**config.mk**
```make
export PLATFORM = sky130hd
export DESIGN_NAME = multi_cycle_control_flat
export DESIGN_NICKNAME = d
export VERILOG_FILES = /design/src/rtl/mcpu_pkg.sv /design/src/rtl/multi_cycle_control_if.sv /design/src/rtl/multi_cycle_control_decode.sv /design/src/rtl/multi_cycle_control.sv /design/src/flat_wrapper.sv
export SDC_FILE = /design/constraint.sdc
export NUM_CORES = 1
export LEC_CHECK = 0
export CAP_MARGIN = 40
export CORE_MARGIN = 3
export CORE_UTILIZATION = 35
export DETAILED_ROUTE_END_ITERATION = 16
export PLACE_DENSITY = 0.66
export SYNTH_ARGS = -nofsm -noshare
export SYNTH_HDL_FRONTEND = slang
export SYNTH_SLANG_ARGS = --single-unit
```
**constraint.sdc**
```tcl
create_clock -name clk -period 1.76 [get_ports clk]
set_input_delay 0.352 -clock clk [delete_from_list [all_inputs] [get_ports clk]]
set_output_delay 0.352 -clock clk [all_outputs]
set_load 0.01 [all_outputs]
```
**src/rtl/mcpu_pkg.sv**
```systemverilog
// ---------------------------------------------------------------------------
// mcpu_pkg
// Constants shared by the multi-cycle MIPS control unit and its datapath:
// opcodes, FSM state encodings, ALU operation codes, PC-source and
// register-destination selects, and the instruction classes used by the
// control sequencer.
// ---------------------------------------------------------------------------
package mcpu_pkg;

  // Opcodes (IR[31:26])
  localparam logic [5:0] OP_ADD   = 6'b000000;
  localparam logic [5:0] OP_SUB   = 6'b000001;
  localparam logic [5:0] OP_ADDIU = 6'b000010;
  localparam logic [5:0] OP_ANDI  = 6'b010000;
  localparam logic [5:0] OP_AND   = 6'b010001;
  localparam logic [5:0] OP_ORI   = 6'b010010;
  localparam logic [5:0] OP_OR    = 6'b010011;
  localparam logic [5:0] OP_XORI  = 6'b010100;
  localparam logic [5:0] OP_SLL   = 6'b011000;
  localparam logic [5:0] OP_SLTI  = 6'b100110;
  localparam logic [5:0] OP_SLT   = 6'b100111;
  localparam logic [5:0] OP_SW    = 6'b110000;
  localparam logic [5:0] OP_LW    = 6'b110001;
  localparam logic [5:0] OP_BEQ   = 6'b110100;
  localparam logic [5:0] OP_BNE   = 6'b110101;
  localparam logic [5:0] OP_BLTZ  = 6'b110110;
  localparam logic [5:0] OP_J     = 6'b111000;
  localparam logic [5:0] OP_JR    = 6'b111001;
  localparam logic [5:0] OP_JAL   = 6'b111010;
  localparam logic [5:0] OP_HALT  = 6'b111111;

  // Sequencer states
  typedef enum logic [2:0] {
    ST_IF     = 3'b000,
    ST_ID     = 3'b001,
    ST_EXE_LS = 3'b010,
    ST_MEM    = 3'b011,
    ST_WB_L   = 3'b100,
    ST_EXE_BR = 3'b101,
    ST_EXE_AL = 3'b110,
    ST_WB_AL  = 3'b111
  } state_e;

  // ALU operation codes
  localparam logic [2:0] ALU_ADD = 3'b000;
  localparam logic [2:0] ALU_SUB = 3'b001;
  localparam logic [2:0] ALU_SLL = 3'b010;
  localparam logic [2:0] ALU_OR  = 3'b011;
  localparam logic [2:0] ALU_AND = 3'b100;
  localparam logic [2:0] ALU_SLT = 3'b110;
  localparam logic [2:0] ALU_XOR = 3'b111;

  // Next-PC selects
  localparam logic [1:0] PC_SRC_SEQ    = 2'b00;
  localparam logic [1:0] PC_SRC_BRANCH = 2'b01;
  localparam logic [1:0] PC_SRC_RS     = 2'b10;
  localparam logic [1:0] PC_SRC_JUMP   = 2'b11;

  // Register-file write destination selects
  localparam logic [1:0] REG_DST_RA = 2'b00;
  localparam logic [1:0] REG_DST_RT = 2'b01;
  localparam logic [1:0] REG_DST_RD = 2'b10;

  // Instruction classes steering the sequencer
  typedef enum logic [2:0] {
    CLS_ALU    = 3'd0,
    CLS_LOAD   = 3'd1,
    CLS_STORE  = 3'd2,
    CLS_BRANCH = 3'd3,
    CLS_JUMP   = 3'd4,
    CLS_HALT   = 3'd5,
    CLS_NOP    = 3'd6
  } ins_class_e;

  // Branch decision from the opcode and the ALU zero flag. beq/bne use a
  // subtract; bltz uses slt rs,$0, so zero=0 means rs < 0.
  function automatic logic branch_taken(input logic [5:0] op, input logic zero);
    logic taken;
    taken = 1'b0;
    case (op)
      OP_BEQ:  taken = zero;
      OP_BNE:  taken = ~zero;
      OP_BLTZ: taken = ~zero;
      default: taken = 1'b0;
    endcase
    return taken;
  endfunction

endpackage

```
**src/rtl/multi_cycle_control_if.sv**
```systemverilog
// ---------------------------------------------------------------------------
// multi_cycle_control_if
// Bundle between the control unit (master) and the datapath (slave).
//   opcode, zero                 : datapath -> control
//   state                        : current sequencer state (debug)
//   pc_wre, pc_src               : PC write enable / next-PC select
//   ins_mem_rw, ir_wre           : instruction fetch and IR load
//   reg_wre, reg_dst, wr_reg_d_src : register-file write control
//   alu_src_a, alu_src_b, ext_sel, alu_op : ALU operand/operation control
//   m_rd, m_wr, db_data_src      : data-memory control and write-back mux
// ---------------------------------------------------------------------------
interface multi_cycle_control_if;
  import mcpu_pkg::*;

  logic [5:0] opcode;
  logic       zero;
  logic [2:0] state;
  logic       pc_wre;
  logic [1:0] pc_src;
  logic       ins_mem_rw;
  logic       ir_wre;
  logic       reg_wre;
  logic [1:0] reg_dst;
  logic       wr_reg_d_src;
  logic       alu_src_a;
  logic       alu_src_b;
  logic       ext_sel;
  logic [2:0] alu_op;
  logic       m_rd;
  logic       m_wr;
  logic       db_data_src;

  modport master (
    input  opcode, zero,
    output state, pc_wre, pc_src, ins_mem_rw, ir_wre, reg_wre, reg_dst,
           wr_reg_d_src, alu_src_a, alu_src_b, ext_sel, alu_op,
           m_rd, m_wr, db_data_src
  );

  modport slave (
    output opcode, zero,
    input  state, pc_wre, pc_src, ins_mem_rw, ir_wre, reg_wre, reg_dst,
           wr_reg_d_src, alu_src_a, alu_src_b, ext_sel, alu_op,
           m_rd, m_wr, db_data_src
  );

endinterface

```
**src/rtl/multi_cycle_control_decode.sv**
```systemverilog
// ---------------------------------------------------------------------------
// control_decode
// Purely combinational opcode decoder.
//   opcode_i    : IR[31:26]
//   cls_o       : instruction class for the sequencer
//   alu_op_o    : ALU operation
//   ext_sel_o   : 0 zero-extend, 1 sign-extend the immediate
//   alu_src_a_o : 1 selects zero-extended sa
//   alu_src_b_o : 1 selects the extended immediate
//   reg_dst_o   : write destination select
// Undefined opcodes decode as a nop.
// ---------------------------------------------------------------------------
module control_decode
  import mcpu_pkg::*;
(
  input  logic [5:0]  opcode_i,
  output ins_class_e  cls_o,
  output logic [2:0]  alu_op_o,
  output logic        ext_sel_o,
  output logic        alu_src_a_o,
  output logic        alu_src_b_o,
  output logic [1:0]  reg_dst_o
);

  // Opcode to class and static datapath selects
  always_comb begin
    cls_o       = CLS_NOP;
    alu_op_o    = ALU_ADD;
    ext_sel_o   = 1'b1;
    alu_src_a_o = 1'b0;
    alu_src_b_o = 1'b0;
    reg_dst_o   = REG_DST_RA;
    case (opcode_i)
      OP_ADD:   begin cls_o = CLS_ALU; reg_dst_o = REG_DST_RD; end
      OP_SUB:   begin cls_o = CLS_ALU; alu_op_o = ALU_SUB; reg_dst_o = REG_DST_RD; end
      OP_ADDIU: begin cls_o = CLS_ALU; alu_src_b_o = 1'b1; reg_dst_o = REG_DST_RT; end
      OP_AND:   begin cls_o = CLS_ALU; alu_op_o = ALU_AND; reg_dst_o = REG_DST_RD; end
      OP_ANDI:  begin
        cls_o = CLS_ALU; alu_op_o = ALU_AND; ext_sel_o = 1'b0;
        alu_src_b_o = 1'b1; reg_dst_o = REG_DST_RT;
      end
      OP_OR:    begin cls_o = CLS_ALU; alu_op_o = ALU_OR; reg_dst_o = REG_DST_RD; end
      OP_ORI:   begin
        cls_o = CLS_ALU; alu_op_o = ALU_OR; ext_sel_o = 1'b0;
        alu_src_b_o = 1'b1; reg_dst_o = REG_DST_RT;
      end
      OP_XORI:  begin
        cls_o = CLS_ALU; alu_op_o = ALU_XOR; ext_sel_o = 1'b0;
        alu_src_b_o = 1'b1; reg_dst_o = REG_DST_RT;
      end
      OP_SLL:   begin
        cls_o = CLS_ALU; alu_op_o = ALU_SLL; alu_src_a_o = 1'b1; reg_dst_o = REG_DST_RD;
      end
      OP_SLT:   begin cls_o = CLS_ALU; alu_op_o = ALU_SLT; reg_dst_o = REG_DST_RD; end
      OP_SLTI:  begin
        cls_o = CLS_ALU; alu_op_o = ALU_SLT; alu_src_b_o = 1'b1; reg_dst_o = REG_DST_RT;
      end
      OP_LW:    begin cls_o = CLS_LOAD;  alu_src_b_o = 1'b1; reg_dst_o = REG_DST_RT; end
      OP_SW:    begin cls_o = CLS_STORE; alu_src_b_o = 1'b1; end
      OP_BEQ:   begin cls_o = CLS_BRANCH; alu_op_o = ALU_SUB; end
      OP_BNE:   begin cls_o = CLS_BRANCH; alu_op_o = ALU_SUB; end
      OP_BLTZ:  begin cls_o = CLS_BRANCH; alu_op_o = ALU_SLT; end
      OP_J:     cls_o = CLS_JUMP;
      OP_JR:    cls_o = CLS_JUMP;
      OP_JAL:   cls_o = CLS_JUMP;
      OP_HALT:  cls_o = CLS_HALT;
      default:  cls_o = CLS_NOP;
    endcase
  end

endmodule

```
**src/rtl/multi_cycle_control.sv**
```systemverilog
// ---------------------------------------------------------------------------
// multi_cycle_control
// Multi-cycle MIPS control sequencer: steps IF/ID/EXE/MEM/WB per opcode and
// drives all datapath control for the current cycle.
//   clk   : rising-edge clock
//   rst_n : asynchronous active-low reset (state forced to IF)
//   bus   : master side of multi_cycle_control_if (opcode/zero in, controls out)
// All outputs are combinational from the state register and opcode; pc_src
// additionally follows zero in EXE_BR so the branch resolves in that cycle.
// ---------------------------------------------------------------------------
module multi_cycle_control
  import mcpu_pkg::*;
(
  input  logic                     clk,
  input  logic                     rst_n,
  multi_cycle_control_if.master    bus
);

  state_e     state_q;
  state_e     state_d;

  ins_class_e cls_s;
  logic [2:0] dec_alu_op_s;
  logic       dec_ext_sel_s;
  logic       dec_alu_src_a_s;
  logic       dec_alu_src_b_s;
  logic [1:0] dec_reg_dst_s;

  logic       pc_wre_s;
  logic [1:0] pc_src_s;
  logic       ins_mem_rw_s;
  logic       ir_wre_s;
  logic       reg_wre_s;
  logic [1:0] reg_dst_s;
  logic       wr_reg_d_src_s;
  logic       alu_src_a_s;
  logic       alu_src_b_s;
  logic [2:0] alu_op_s;
  logic       m_rd_s;
  logic       m_wr_s;
  logic       db_data_src_s;

  control_decode u_decode (
    .opcode_i    (bus.opcode),
    .cls_o       (cls_s),
    .alu_op_o    (dec_alu_op_s),
    .ext_sel_o   (dec_ext_sel_s),
    .alu_src_a_o (dec_alu_src_a_s),
    .alu_src_b_o (dec_alu_src_b_s),
    .reg_dst_o   (dec_reg_dst_s)
  );

  // State register; reset drops straight back to fetch
  always_ff @(posedge clk or negedge rst_n) begin
    if (!rst_n) begin
      state_q <= ST_IF;
    end else begin
      state_q <= state_d;
    end
  end

  // Next-state sequencing by instruction class
  always_comb begin
    state_d = ST_IF;
    case (state_q)
      ST_IF: state_d = ST_ID;
      ST_ID: begin
        case (cls_s)
          CLS_ALU:    state_d = ST_EXE_AL;
          CLS_LOAD:   state_d = ST_EXE_LS;
          CLS_STORE:  state_d = ST_EXE_LS;
          CLS_BRANCH: state_d = ST_EXE_BR;
          CLS_HALT:   state_d = ST_ID;   // parks here until reset
          CLS_JUMP:   state_d = ST_IF;
          CLS_NOP:    state_d = ST_IF;
          default:    state_d = ST_IF;
        endcase
      end
      ST_EXE_AL: state_d = ST_WB_AL;
      ST_WB_AL:  state_d = ST_IF;
      ST_EXE_BR: state_d = ST_IF;
      ST_EXE_LS: state_d = ST_MEM;
      ST_MEM: begin
        if (cls_s == CLS_LOAD) begin
          state_d = ST_WB_L;
        end else begin
          state_d = ST_IF;
        end
      end
      ST_WB_L:   state_d = ST_IF;
      default:   state_d = ST_IF;
    endcase
  end

  // Per-state control outputs; every write enable is tied to one final cycle
  always_comb begin
    pc_wre_s       = 1'b0;
    pc_src_s       = PC_SRC_SEQ;
    ins_mem_rw_s   = 1'b0;
    ir_wre_s       = 1'b0;
    reg_wre_s      = 1'b0;
    wr_reg_d_src_s = 1'b0;
    m_rd_s         = 1'b0;
    m_wr_s         = 1'b0;
    db_data_src_s  = 1'b0;

    // Static selects only follow the opcode once IR holds a valid instruction
    if (state_q != ST_IF) begin
      alu_op_s    = dec_alu_op_s;
      alu_src_a_s = dec_alu_src_a_s;
      alu_src_b_s = dec_alu_src_b_s;
      reg_dst_s   = dec_reg_dst_s;
    end else begin
      alu_op_s    = ALU_ADD;
      alu_src_a_s = 1'b0;
      alu_src_b_s = 1'b0;
      reg_dst_s   = REG_DST_RA;
    end

    case (state_q)
      ST_IF: begin
        ins_mem_rw_s = 1'b1;
        ir_wre_s     = 1'b1;
      end
      ST_ID: begin
        case (cls_s)
          CLS_JUMP: begin
            pc_wre_s = 1'b1;
            if (bus.opcode == OP_JR) begin
              pc_src_s = PC_SRC_RS;
            end else begin
              pc_src_s = PC_SRC_JUMP;
            end
            // jal links PC+4 into $31 in the same cycle it jumps
            if (bus.opcode == OP_JAL) begin
              reg_wre_s      = 1'b1;
              wr_reg_d_src_s = 1'b0;
            end else begin
              reg_wre_s      = 1'b0;
            end
          end
          CLS_NOP:  pc_wre_s = 1'b1;
          default:  pc_wre_s = 1'b0;
        endcase
      end
      ST_EXE_BR: begin
        pc_wre_s = 1'b1;
        if (branch_taken(bus.opcode, bus.zero)) begin
          pc_src_s = PC_SRC_BRANCH;
        end else begin
          pc_src_s = PC_SRC_SEQ;
        end
      end
      ST_MEM: begin
        if (cls_s == CLS_LOAD) begin
          m_rd_s = 1'b1;
        end else begin
          m_wr_s   = 1'b1;
          pc_wre_s = 1'b1;
        end
      end
      ST_WB_AL: begin
        pc_wre_s       = 1'b1;
        reg_wre_s      = 1'b1;
        wr_reg_d_src_s = 1'b1;
      end
      ST_WB_L: begin
        pc_wre_s       = 1'b1;
        reg_wre_s      = 1'b1;
        wr_reg_d_src_s = 1'b1;
        db_data_src_s  = 1'b1;
      end
      ST_EXE_AL: pc_wre_s = 1'b0;
      ST_EXE_LS: pc_wre_s = 1'b0;
      default:   pc_wre_s = 1'b0;
    endcase
  end

  assign bus.state        = state_q;
  assign bus.pc_wre       = pc_wre_s;
  assign bus.pc_src       = pc_src_s;
  assign bus.ins_mem_rw   = ins_mem_rw_s;
  assign bus.ir_wre       = ir_wre_s;
  assign bus.reg_wre      = reg_wre_s;
  assign bus.reg_dst      = reg_dst_s;
  assign bus.wr_reg_d_src = wr_reg_d_src_s;
  assign bus.alu_src_a    = alu_src_a_s;
  assign bus.alu_src_b    = alu_src_b_s;
  assign bus.ext_sel      = dec_ext_sel_s;
  assign bus.alu_op       = alu_op_s;
  assign bus.m_rd         = m_rd_s;
  assign bus.m_wr         = m_wr_s;
  assign bus.db_data_src  = db_data_src_s;

endmodule

```
**src/flat_wrapper.sv**
```systemverilog
// flat-port wrapper written by rule: the top's interface ports become plain ports
module multi_cycle_control_flat import mcpu_pkg::*;
  (clk, rst_n, bus_opcode, bus_zero, bus_state, bus_pc_wre, bus_pc_src, bus_ins_mem_rw, bus_ir_wre, bus_reg_wre, bus_reg_dst, bus_wr_reg_d_src, bus_alu_src_a, bus_alu_src_b, bus_ext_sel, bus_alu_op, bus_m_rd, bus_m_wr, bus_db_data_src);
  multi_cycle_control_if bus_i ();
  input  logic clk;
  input  logic rst_n;
  input wire logic [$bits(bus_i.opcode)-1:0] bus_opcode;
  input wire logic [$bits(bus_i.zero)-1:0] bus_zero;
  output wire logic [$bits(bus_i.state)-1:0] bus_state;
  output wire logic [$bits(bus_i.pc_wre)-1:0] bus_pc_wre;
  output wire logic [$bits(bus_i.pc_src)-1:0] bus_pc_src;
  output wire logic [$bits(bus_i.ins_mem_rw)-1:0] bus_ins_mem_rw;
  output wire logic [$bits(bus_i.ir_wre)-1:0] bus_ir_wre;
  output wire logic [$bits(bus_i.reg_wre)-1:0] bus_reg_wre;
  output wire logic [$bits(bus_i.reg_dst)-1:0] bus_reg_dst;
  output wire logic [$bits(bus_i.wr_reg_d_src)-1:0] bus_wr_reg_d_src;
  output wire logic [$bits(bus_i.alu_src_a)-1:0] bus_alu_src_a;
  output wire logic [$bits(bus_i.alu_src_b)-1:0] bus_alu_src_b;
  output wire logic [$bits(bus_i.ext_sel)-1:0] bus_ext_sel;
  output wire logic [$bits(bus_i.alu_op)-1:0] bus_alu_op;
  output wire logic [$bits(bus_i.m_rd)-1:0] bus_m_rd;
  output wire logic [$bits(bus_i.m_wr)-1:0] bus_m_wr;
  output wire logic [$bits(bus_i.db_data_src)-1:0] bus_db_data_src;
  assign bus_i.opcode = bus_opcode;
  assign bus_i.zero = bus_zero;
  assign bus_state = bus_i.state;
  assign bus_pc_wre = bus_i.pc_wre;
  assign bus_pc_src = bus_i.pc_src;
  assign bus_ins_mem_rw = bus_i.ins_mem_rw;
  assign bus_ir_wre = bus_i.ir_wre;
  assign bus_reg_wre = bus_i.reg_wre;
  assign bus_reg_dst = bus_i.reg_dst;
  assign bus_wr_reg_d_src = bus_i.wr_reg_d_src;
  assign bus_alu_src_a = bus_i.alu_src_a;
  assign bus_alu_src_b = bus_i.alu_src_b;
  assign bus_ext_sel = bus_i.ext_sel;
  assign bus_alu_op = bus_i.alu_op;
  assign bus_m_rd = bus_i.m_rd;
  assign bus_m_wr = bus_i.m_wr;
  assign bus_db_data_src = bus_i.db_data_src;
  multi_cycle_control u_core (.clk(clk), .rst_n(rst_n), .bus(bus_i));
endmodule
```
==> impl_results.md <==
- Drt total wl: 3.70 mm
- Max Freq: 0.527 GHz
- Leakage power figure: 0.827 nW
- Setup violators final: 7
- Vias: 1353
- FF/Latch Area: 77.6 um2
- Clock skew: 0.000574 ns
- Num ports: 30
- Antenna diodes: 0
- Worst Setup Slack, final: -0.138 ns
- Latest clock arrival within the worst-skew pair: 0.23 ns
- Initial core utilization: 0.388
- First-pass GRT wire length: 5.65 mm
- Failing checks: negative setup slack
- Fin util: 0.747
- Slew headroom: 0.826
- Synth Register Bits: 3
- Clock slew at reported path FFs: 0.04 ns
- Clock Tree Root: clkbuf_4
- DRC: 0
- Mapped Area: 908 um2
- Crit-path max FO: 8
- Dpl ws: -0.991 ns
- R2r setup slk: 0.54 ns
- Max reg flops: 3
- Post-synth EDFFs: 0
- Number of global-route vias before repair: 1266
- Detailed-placement wirelength estimate: 2.55 mm
- Setup_tns: -0.467 ns
- # Max-Cap Violations: 0
- CP Capture Type: output pin
- Final worst path period need: 1.90 ns
- CTS H-Tree Depth: 1
- Sequential fraction of the synthesis area: 0.0826
- DR WL/cell: 15.2 um
- Period utilisation layout: 1.08
- Placer congestion estimate: 0.873
- RSZ-0062 raised after global routing: yes
- Die ar.: 3240 um2
- Chip width: 56.9 um
- Synth Warn #: 0
- Status: finished, violations left
- Worst Setup Path Type: in -> out
- Commonest non-fill, non-tap cell in the layout: buf_4
- Max Slew Vio Count: 0
- WP data required: 1.41 ns
- Largest net degree at the start of global routing: 11
- Worst slew pin tran: 0.260 ns
- Worst R2R End: u_core.bus.state[0]$_DFF_PN0_
- Worst Path Arrival: 1.55 ns
- Initial antenna violation count: 0
- Syn Nets: 147
- Post-synth ARST share: 1.00
- Synth Instances: 138
- Multi-input gate area: 903 um2
- Port bufs: 29
- Total congestion overflow: 0
- Synth Flop Type: dfrtp_1
- Initial DRC Count: 44
- # fillers: 182
- Post-route ant nets: 0
- Reg2Reg Depth: 5
- Mean Syn Cell Area: 6.58 um2
- CP Launch Type: primary input
- Power, Total: 0.00124 W
- CTS sink cnt: 3
- Core area: 2340 um2
- Hold Path Class: in -> async
- Area growth from synthesis to layout: 92.3%
- Peak supply drop: 0.950 mV
- PD cells: 708 nW/um2
- Clock buffer count from CTS: 3
- Layout cell share with drive strength beyond 1: 0.572
- Die span in y: 56.9 um
- CTS tree: done
- RR Startpoint: u_core.bus.state[2]$_DFF_PN0_
- DR vias/cell: 5.57
- NumNets Final: 225
- 1st-pass router iterations: 5
- Clk buf depth: 2
- FP Rows: 17
- Most frequent cells in the layout: buf_4 (49), nor2_1 (15), nand2_1 (11), buf_6 (11), buf_2 (10)
- Fin. Hold Viols: 0
- Tot GR Track Use: 0.210
- Unique cell type count in the Yosys netlist: 47
==> worst max-delay path by stage <==
stage,start,to,slack (ns),depth (start not counted)
detailed placement,bus_opcode[4],bus_alu_op[1],-0.99,7
finish,bus_opcode[3],bus_pc_wre,-0.14,8
global placement,bus_opcode[4],bus_alu_op[1],-0.95,7
global route,bus_opcode[3],bus_pc_wre,-0.18,8
CTS,bus_opcode[4],bus_pc_wre,-0.05,8
floorplan,bus_opcode[1],bus_alu_op[1],0.09,5
==> power by group <==
part	switching [W]	total, W	internal, W
clock	0.0000342	0.000119	0.0000849
combinational	0.000441	0.000980	0.000539
sequential	0.0000399	0.000137	0.0000974
total	0.000515	0.00124	0.000721
==> worst max-delay path, cell delays in order <==
cell and delay (ns):
buf_4 0.14, buf_6 0.14, buf_4 0.16, nor2b_4 0.11, nand2_1 0.10, o211ai_1 0.26
o211ai_1 0.12, buf_2 0.15
==> through the flow <==
step	instance area (um2)	hold WS [ns]	cells
after floorplan	913	0.0564	138
after CTS	1670	0.293	242
final	1750	0.300	243
after detailed placement	1500	0.540	231
after global routing	1750	0.296	243
after global placement	1500	0.540	231
==> area by class of cell <==
type | count | area share
Clock buffer | 4 | 0.0150
Inverter | 4 | 0.00860
Multi-Input combinational cell | 119 | 0.517
Sequential cell | 3 | 0.0444
Tap cell | 28 | 0.0201
Timing Repair Buffer | 85 | 0.395
==> what timing repair did <==
item / CTS / global route
setup endpoints to repair: 21 / 19
pin swaps: 11 / 8
gates resized for setup: 122 / 27
hold buffers: 0 / 0
setup buffers: 7 / 1
==> Yosys cell counts (2+ instances only) <==
library cell   n  area share
nor2_1        17       0.070
nand2_1       14       0.058
a21oi_1       12       0.066
nand3_1        9       0.050
nand2b_1       8       0.055
nor2b_1        7       0.048
buf_4          5       0.041
o21ai_0        5       0.028
buf_6          4       0.050
inv_1          4       0.017
dfrtp_1        3       0.083
nor3_1         3       0.017
o211ai_1       3       0.025
o22ai_1        3       0.021
a21boi_1       2       0.017
a32oi_1        2       0.019
buf_2          2       0.011
nor3b_1        2       0.017
o21ai_1        2       0.011
o31ai_1        2       0.017
o32a_1         2       0.022
xnor2_1        2       0.019
==> per-layer routing <==
layer	vias to the layer above	GRT usage	part of all wire
li1	661	-	-
met1	643	0.278	0.42
met2	45	0.364	0.52
met3	4	0.00679	0.049
met4	0	0.0762	0.012
met5	-	0	0
==> cell families after synthesis <==
| group | synth area share |
|---|---|
| flops | 0.0826 |
| mux | 0.0124 |
| xor+xnor | 0.0193 |
| simple gates | 0.415 |
| compound gates | 0.348 |
| buf+inv | 0.123 |
No activity file was read; power rests on OpenSTA's default activity.
